## src/rtl/univ_shift_reg_pkg.sv

```systemverilog
// Shared definitions for the universal shift register.
// Op codes and FSM state encoding.
package shift_pkg;

  localparam logic [2:0] OP_LOAD = 3'd0;
  localparam logic [2:0] OP_LSL  = 3'd1;
  localparam logic [2:0] OP_LSR  = 3'd2;
  localparam logic [2:0] OP_ASR  = 3'd3;
  localparam logic [2:0] OP_ROL  = 3'd4;
  localparam logic [2:0] OP_ROR  = 3'd5;
  localparam logic [2:0] OP_RCL  = 3'd6;
  localparam logic [2:0] OP_RCR  = 3'd7;

  typedef enum logic {
    S_IDLE  = 1'b0,
    S_SHIFT = 1'b1
  } state_t;

endpackage

```

## src/rtl/univ_shift_reg_if.sv

```systemverilog
// Command and result bundle of the universal shift register.
// master drives commands, slave is the shifter.
interface univ_shift_reg_if #(
  parameter int MSB   = 8,
  parameter int AMT_W = $clog2(MSB) + 1
);

  logic             cmd_valid;
  logic             cmd_ready;
  logic [2:0]       cmd_op;
  logic [AMT_W-1:0] cmd_amt;
  logic [MSB-1:0]   din;
  logic             carry_in;
  logic             sin;
  logic [MSB-1:0]   out;
  logic             carry_out;
  logic             busy;
  logic             done;

  modport master (
    output cmd_valid, cmd_op, cmd_amt,
    output din, carry_in, sin,
    input  cmd_ready, out, carry_out,
    input  busy, done
  );

  modport slave (
    input  cmd_valid, cmd_op, cmd_amt,
    input  din, carry_in, sin,
    output cmd_ready, out, carry_out,
    output busy, done
  );

endinterface

```

## src/rtl/univ_shift_reg_step.sv

```systemverilog
// Single-bit shift/rotate step, purely combinational.
// Carry takes the bit shifted out of the register.
module shift_step
  import shift_pkg::*;
#(
  parameter int MSB = 8
) (
  input  logic [2:0]     i_op,
  input  logic [MSB-1:0] i_out,
  input  logic           i_c,
  input  logic           i_sin,
  output logic [MSB-1:0] o_out,
  output logic           o_c
);

  always_comb begin
    o_out = i_out;
    o_c   = i_c;
    unique case (i_op)
      OP_LOAD: begin
        o_out = i_out;
        o_c   = i_c;
      end
      OP_LSL: begin
        o_out = {i_out[MSB-2:0], i_sin};
        o_c   = i_out[MSB-1];
      end
      OP_LSR: begin
        o_out = {i_sin, i_out[MSB-1:1]};
        o_c   = i_out[0];
      end
      OP_ASR: begin
        o_out = {i_out[MSB-1], i_out[MSB-1:1]};
        o_c   = i_out[0];
      end
      OP_ROL: begin
        o_out = {i_out[MSB-2:0], i_out[MSB-1]};
        o_c   = i_out[MSB-1];
      end
      OP_ROR: begin
        o_out = {i_out[0], i_out[MSB-1:1]};
        o_c   = i_out[0];
      end
      OP_RCL: begin
        o_out = {i_out[MSB-2:0], i_c};
        o_c   = i_out[MSB-1];
      end
      OP_RCR: begin
        o_out = {i_c, i_out[MSB-1:1]};
        o_c   = i_out[0];
      end
    endcase
  end

endmodule

```

## src/rtl/univ_shift_reg.sv

```systemverilog
// Universal shift/rotate register, one bit position per enabled clock.
// Holds the FSM, step counter and data/carry registers.
module univ_shift_reg
  import shift_pkg::*;
#(
  parameter int MSB   = 8,
  parameter int AMT_W = $clog2(MSB) + 1
) (
  input  logic               clk,
  input  logic               rstn,
  input  logic               en,
  univ_shift_reg_if.slave    bus
);

  state_t           r_state;
  state_t           w_nstate;
  logic [2:0]       r_op;
  logic [AMT_W-1:0] r_cnt;
  logic [MSB-1:0]   r_out;
  logic             r_c;
  logic             r_done;

  logic [MSB-1:0]   w_nout;
  logic             w_nc;
  logic             w_accept;
  logic             w_instant;
  logic             w_last;
  logic             w_fin;

  assign w_accept  = en & bus.cmd_valid & (r_state == S_IDLE);
  assign w_instant = (bus.cmd_op == OP_LOAD) | (bus.cmd_amt == '0);
  assign w_last    = (r_state == S_SHIFT) & en & (r_cnt == AMT_W'(1));
  assign w_fin     = (w_accept & w_instant) | w_last;

  shift_step #(.MSB(MSB)) u_step (
    .i_op  (r_op),
    .i_out (r_out),
    .i_c   (r_c),
    .i_sin (bus.sin),
    .o_out (w_nout),
    .o_c   (w_nc)
  );

  always_ff @(posedge clk or negedge rstn) begin
    if (!rstn) r_state <= S_IDLE;
    else       r_state <= w_nstate;
  end

  always_comb begin
    w_nstate = r_state;
    unique case (r_state)
      S_IDLE:  if (w_accept & ~w_instant) w_nstate = S_SHIFT;
      S_SHIFT: if (w_last) w_nstate = S_IDLE;
    endcase
  end

  always_comb begin
    bus.cmd_ready = (r_state == S_IDLE);
    bus.busy      = (r_state == S_SHIFT);
    bus.done      = r_done;
    bus.out       = r_out;
    bus.carry_out = r_c;
  end

  always_ff @(posedge clk or negedge rstn) begin
    if (!rstn) begin
      r_op  <= OP_LOAD;
      r_cnt <= '0;
      r_out <= '0;
      r_c   <= 1'b0;
    end else if (en) begin
      if (w_accept) begin
        r_op  <= bus.cmd_op;
        r_cnt <= bus.cmd_amt;
        if (bus.cmd_op == OP_LOAD) begin
          r_out <= bus.din;
          r_c   <= bus.carry_in;
        end
      end else if (r_state == S_SHIFT) begin
        r_out <= w_nout;
        r_c   <= w_nc;
        r_cnt <= r_cnt - AMT_W'(1);
      end
    end
  end

  // Cleared even with en low so a frozen cycle cannot stretch the pulse
  always_ff @(posedge clk or negedge rstn) begin
    if (!rstn) r_done <= 1'b0;
    else       r_done <= w_fin;
  end

endmodule

```

## src/flat_wrapper.sv

```systemverilog
// flat-port wrapper written by rule: the top's interface ports become plain ports
module univ_shift_reg_flat import shift_pkg::*;
#(
  parameter int MSB   = 8,
  parameter int AMT_W = $clog2(MSB) + 1
)
  (clk, rstn, en, bus_cmd_valid, bus_cmd_op, bus_cmd_amt, bus_din, bus_carry_in, bus_sin, bus_cmd_ready, bus_out, bus_carry_out, bus_busy, bus_done);
  univ_shift_reg_if #(.MSB(MSB), .AMT_W(AMT_W)) bus_i ();
  input  logic clk;
  input  logic rstn;
  input  logic en;
  input wire logic [$bits(bus_i.cmd_valid)-1:0] bus_cmd_valid;
  input wire logic [$bits(bus_i.cmd_op)-1:0] bus_cmd_op;
  input wire logic [$bits(bus_i.cmd_amt)-1:0] bus_cmd_amt;
  input wire logic [$bits(bus_i.din)-1:0] bus_din;
  input wire logic [$bits(bus_i.carry_in)-1:0] bus_carry_in;
  input wire logic [$bits(bus_i.sin)-1:0] bus_sin;
  output wire logic [$bits(bus_i.cmd_ready)-1:0] bus_cmd_ready;
  output wire logic [$bits(bus_i.out)-1:0] bus_out;
  output wire logic [$bits(bus_i.carry_out)-1:0] bus_carry_out;
  output wire logic [$bits(bus_i.busy)-1:0] bus_busy;
  output wire logic [$bits(bus_i.done)-1:0] bus_done;
  assign bus_i.cmd_valid = bus_cmd_valid;
  assign bus_i.cmd_op = bus_cmd_op;
  assign bus_i.cmd_amt = bus_cmd_amt;
  assign bus_i.din = bus_din;
  assign bus_i.carry_in = bus_carry_in;
  assign bus_i.sin = bus_sin;
  assign bus_cmd_ready = bus_i.cmd_ready;
  assign bus_out = bus_i.out;
  assign bus_carry_out = bus_i.carry_out;
  assign bus_busy = bus_i.busy;
  assign bus_done = bus_i.done;
  univ_shift_reg #(.MSB(MSB), .AMT_W(AMT_W)) u_core (.clk(clk), .rstn(rstn), .en(en), .bus(bus_i));
endmodule
```

## config.mk

```make
export PLATFORM = sky130hd
export DESIGN_NAME = univ_shift_reg_flat
export DESIGN_NICKNAME = d
export VERILOG_FILES = /design/src/rtl/univ_shift_reg_pkg.sv /design/src/rtl/univ_shift_reg_if.sv /design/src/rtl/univ_shift_reg_step.sv /design/src/rtl/univ_shift_reg.sv /design/src/flat_wrapper.sv
export SDC_FILE = /design/constraint.sdc
export NUM_CORES = 1
export LEC_CHECK = 0
export BUFFER_PORTS_ARGS = -buffer_cell sky130_fd_sc_hd__clkbuf_2
export CORE_MARGIN = 3
export CORE_UTILIZATION = 50
export CTS_CLUSTER_DIAMETER = 150
export DETAILED_ROUTE_END_ITERATION = 8
export PLACE_DENSITY = 0.74
export RECOVER_POWER = 100
export SYNTH_ARGS = -nofsm -noshare
export SYNTH_HDL_FRONTEND = slang
export SYNTH_HIERARCHICAL = 1
export SYNTH_SLANG_ARGS = --single-unit
```

## constraint.sdc

```tcl
create_clock -name clk -period 3.4 [get_ports clk]
set_input_delay 0.34 -clock clk [delete_from_list [all_inputs] [get_ports clk]]
set_output_delay 0.34 -clock clk [all_outputs]
set_load 0.05 [all_outputs]
```

==> impl_metrics.tcl <==
set metrics [dict create \
    setup_violations 0 \
    drive_gt1_frac 0.277 \
    hp-class "in2reg" \
    grt_pass1_vias 1133 \
    synth-edff-count 0 \
    fin_tns_setup_ns 0 \
    via_per_inst 6.01 \
    fillers 239 \
    reg2reg_depth 6 \
    synth_cell_type_count 38 \
    row_count 18 \
    firstDrtPassIters 5 \
    syn_avg_cell_area_um2 9.64 \
    syn_inst 146 \
    syn-cell-area_mm2 0.00141 \
    holdWs_ns 0.346 \
    drc_errors 0 \
    slew_viol_final 0 \
    max-slew-margin-rel 0.333 \
    status "complete, no violations" \
    worst_setup_path_start_kind "register" \
    fmax_mhz 417 \
    clk_transition_reported_paths_ns 0.11 \
    syn_nets 169 \
    postSynth.asyncResetShare 1.00 \
    p_leak_nw 0.699 \
    grt_usage 0.185 \
    synth_common_cells "21 x mux2_2, 18 x dfrtp_1, 13 x a21oi_1, 13 x mux2i_1, 10 x nor2_1" \
    start_util 0.548 \
    hold_end "u_core/r_op[2]$_DFFE_PN0P_" \
    place_congestion 0.821 \
    crit_required_ns 3.59 \
    antenna_found_initial 0 \
    die_area_mm2 0.00349 \
    crit_fanout 25 \
    netlist.area_leader.share 0.320 \
    hold_viol_final 0 \
    hold_depth 2 \
    hold_buffers 1 \
    dp_hpwl_mm 2.20 \
    cts_root_buf "clkbuf_4" \
    r2r_slack_ns 1.00 \
    multi_input_area_um2 846 \
    port_buffers 32 \
    fin_util 0.607 \
    seqCellArea_um2 450 \
    ant_nets 0 \
    worstSetupPathType "reg2reg" \
    synth-seq-cells 18 \
    cts_buffers 3 \
    instances_no_fill 203 \
    period_share 0.706 \
    final_nets 197 \
    post_cts_resized 0 \
    yosysMostFrequentCell "mux2_2" \
    grt_remaining_overflow 0 \
    r2r-start "u_core/r_op[0]$_DFFE_PN0P_" \
    syn_to_final_growth_pct 10.7 \
    min-delay-start "bus_cmd_op[2]" \
    synthTopCellsByArea "dfrtp_1 32%, mux2_2 17%, mux2i_1 9.2%" \
    routed_wl_mm 3.11 \
    wl_per_cell_um 15.3 \
    dr_total_vias 1220 \
    synth_flop_cell "dfrtp_1" \
    worstReg2RegEnd "u_core/bus.out[7]$_DFFE_PN0P_" \
    clock_path_buffers 2 \
    antenna_cells 0 \
    drt_iter0_markers 88 \
    drv_cap 0 \
    fp.dieH_um 59.1 \
    die_w_um 59.1 \
    clk_latency_ns 0.30 \
    worst-slew-pin-transition_ns 1.00 \
    grt_setup_unrepaired "no" \
    grt_start_max_net_pins 26 \
    cts.sinks 18 \
    period_needed_ns 2.40 \
    skew_ns 0.00474 \
    dp_cells 198 \
    cts_tree "done" \
    vdd_drop_max_mv 0.864 \
    post_cts.repair.setup_buffers 0 \
    io_pins 33 \
    cp.arrival_ns 2.59 \
    synth_top_cell_by_area "dfrtp_1" \
    power.density_mw_per_mm2 1110 \
    grt_pass1_wl_mm 4.97 \
    yosysSeqAreaShare 0.320 \
    ys_warn_count 6 \
    core_mm2 0.00257 \
    cts_htree_levels 1 \
    endpoint_kind "register" \
]
critical path: stages, from the launching register on:
cell,delay (ns)
dfrtp_1,0.96
inv_1,0.20
a211o_1,0.33
a31oi_1,0.15
o21ai_0,0.11
mux2_2,0.27
mux2_2,0.26
flip-flops by register name (all words and copies together), names as in the netlist:
register,count
u_core/bus.done,1
u_core/bus.busy,1
u_core/bus.out,8
u_core/r_op,3
u_core/r_cnt,4
u_core/bus.carry_out,1
placed cells by master (no fill, tap or decap), drive strengths merged, types with 2 or more instances in the layout:
cell type   n
nor3        3
o211ai      2
o21ai       8
dfrtp      18
a21oi      13
a21o        3
nand3       3
a211oi      9
nand2       4
inv         9
a31oi       2
clkbuf     36
nor2       10
mux2       21
nand3b      3
mux2i      13
ha          2
final cells by class:
| class | instances | area share |
|---|---|---|
| Clock buffer | 4 | 0.0233 |
| Multi-Input combinational cell | 109 | 0.543 |
| Sequential cell | 18 | 0.289 |
| Tap cell | 30 | 0.0241 |
| Inverter | 9 | 0.0217 |
| Timing Repair Buffer | 33 | 0.0988 |
per-layer routing:
metal | GRT usage | wire, um
met1 | 0.252 | 1510
met2 | 0.289 | 1390
met3 | 0.0327 | 165
met4 | 0.0777 | 42
met5 | 0 | 0
how the worst max path moves through the flow:
stage	from	to	slack, ns	cells after the start
after floorplan	u_core/bus.carry_out$_DFFE_PN0P_	u_core/bus.out[7]$_DFFE_PN0P_	1.45	6
after global placement	u_core/r_op[0]$_DFFE_PN0P_	u_core/bus.out[7]$_DFFE_PN0P_	1.20	6
after detailed placement	u_core/r_op[0]$_DFFE_PN0P_	u_core/bus.out[7]$_DFFE_PN0P_	1.09	6
after CTS	u_core/r_op[0]$_DFFE_PN0P_	u_core/bus.out[7]$_DFFE_PN0P_	1.07	6
after global routing	u_core/r_op[0]$_DFFE_PN0P_	u_core/bus.out[7]$_DFFE_PN0P_	0.89	6
final	u_core/r_op[0]$_DFFE_PN0P_	u_core/bus.out[7]$_DFFE_PN0P_	1.00	6
stage by stage:
stage / power [mW] / worst slack, ns / instance area [um2]
after floorplan: 1.41 / 1.45 / 1410
after global placement: 1.56 / 1.20 / 1540
after detailed placement: 1.60 / 1.09 / 1540
after CTS: 1.75 / 1.07 / 1590
after global routing: 1.86 / 0.894 / 1560
final: 1.72 / 1.00 / 1560
kinds of logic (layout without fill, tap and decap cells):
group	Yosys count	in the layout	share of synthesized area
adder cells (fa/ha/maj)	2	2	0.0178
flip-flops	18	18	0.320
AND/OR/NAND/NOR	29	29	0.115
AO/OA/AOI/OAI	44	44	0.217
buffers and inverters	19	46	0.0702
multiplexers	34	34	0.260
report_power, final:
group	internal, mW	switching (mW)
clock	0.0653	0.0711
sequential	0.318	0.261
combinational	0.450	0.560
total	0.832	0.892
(Power assumes the default switching activity.)
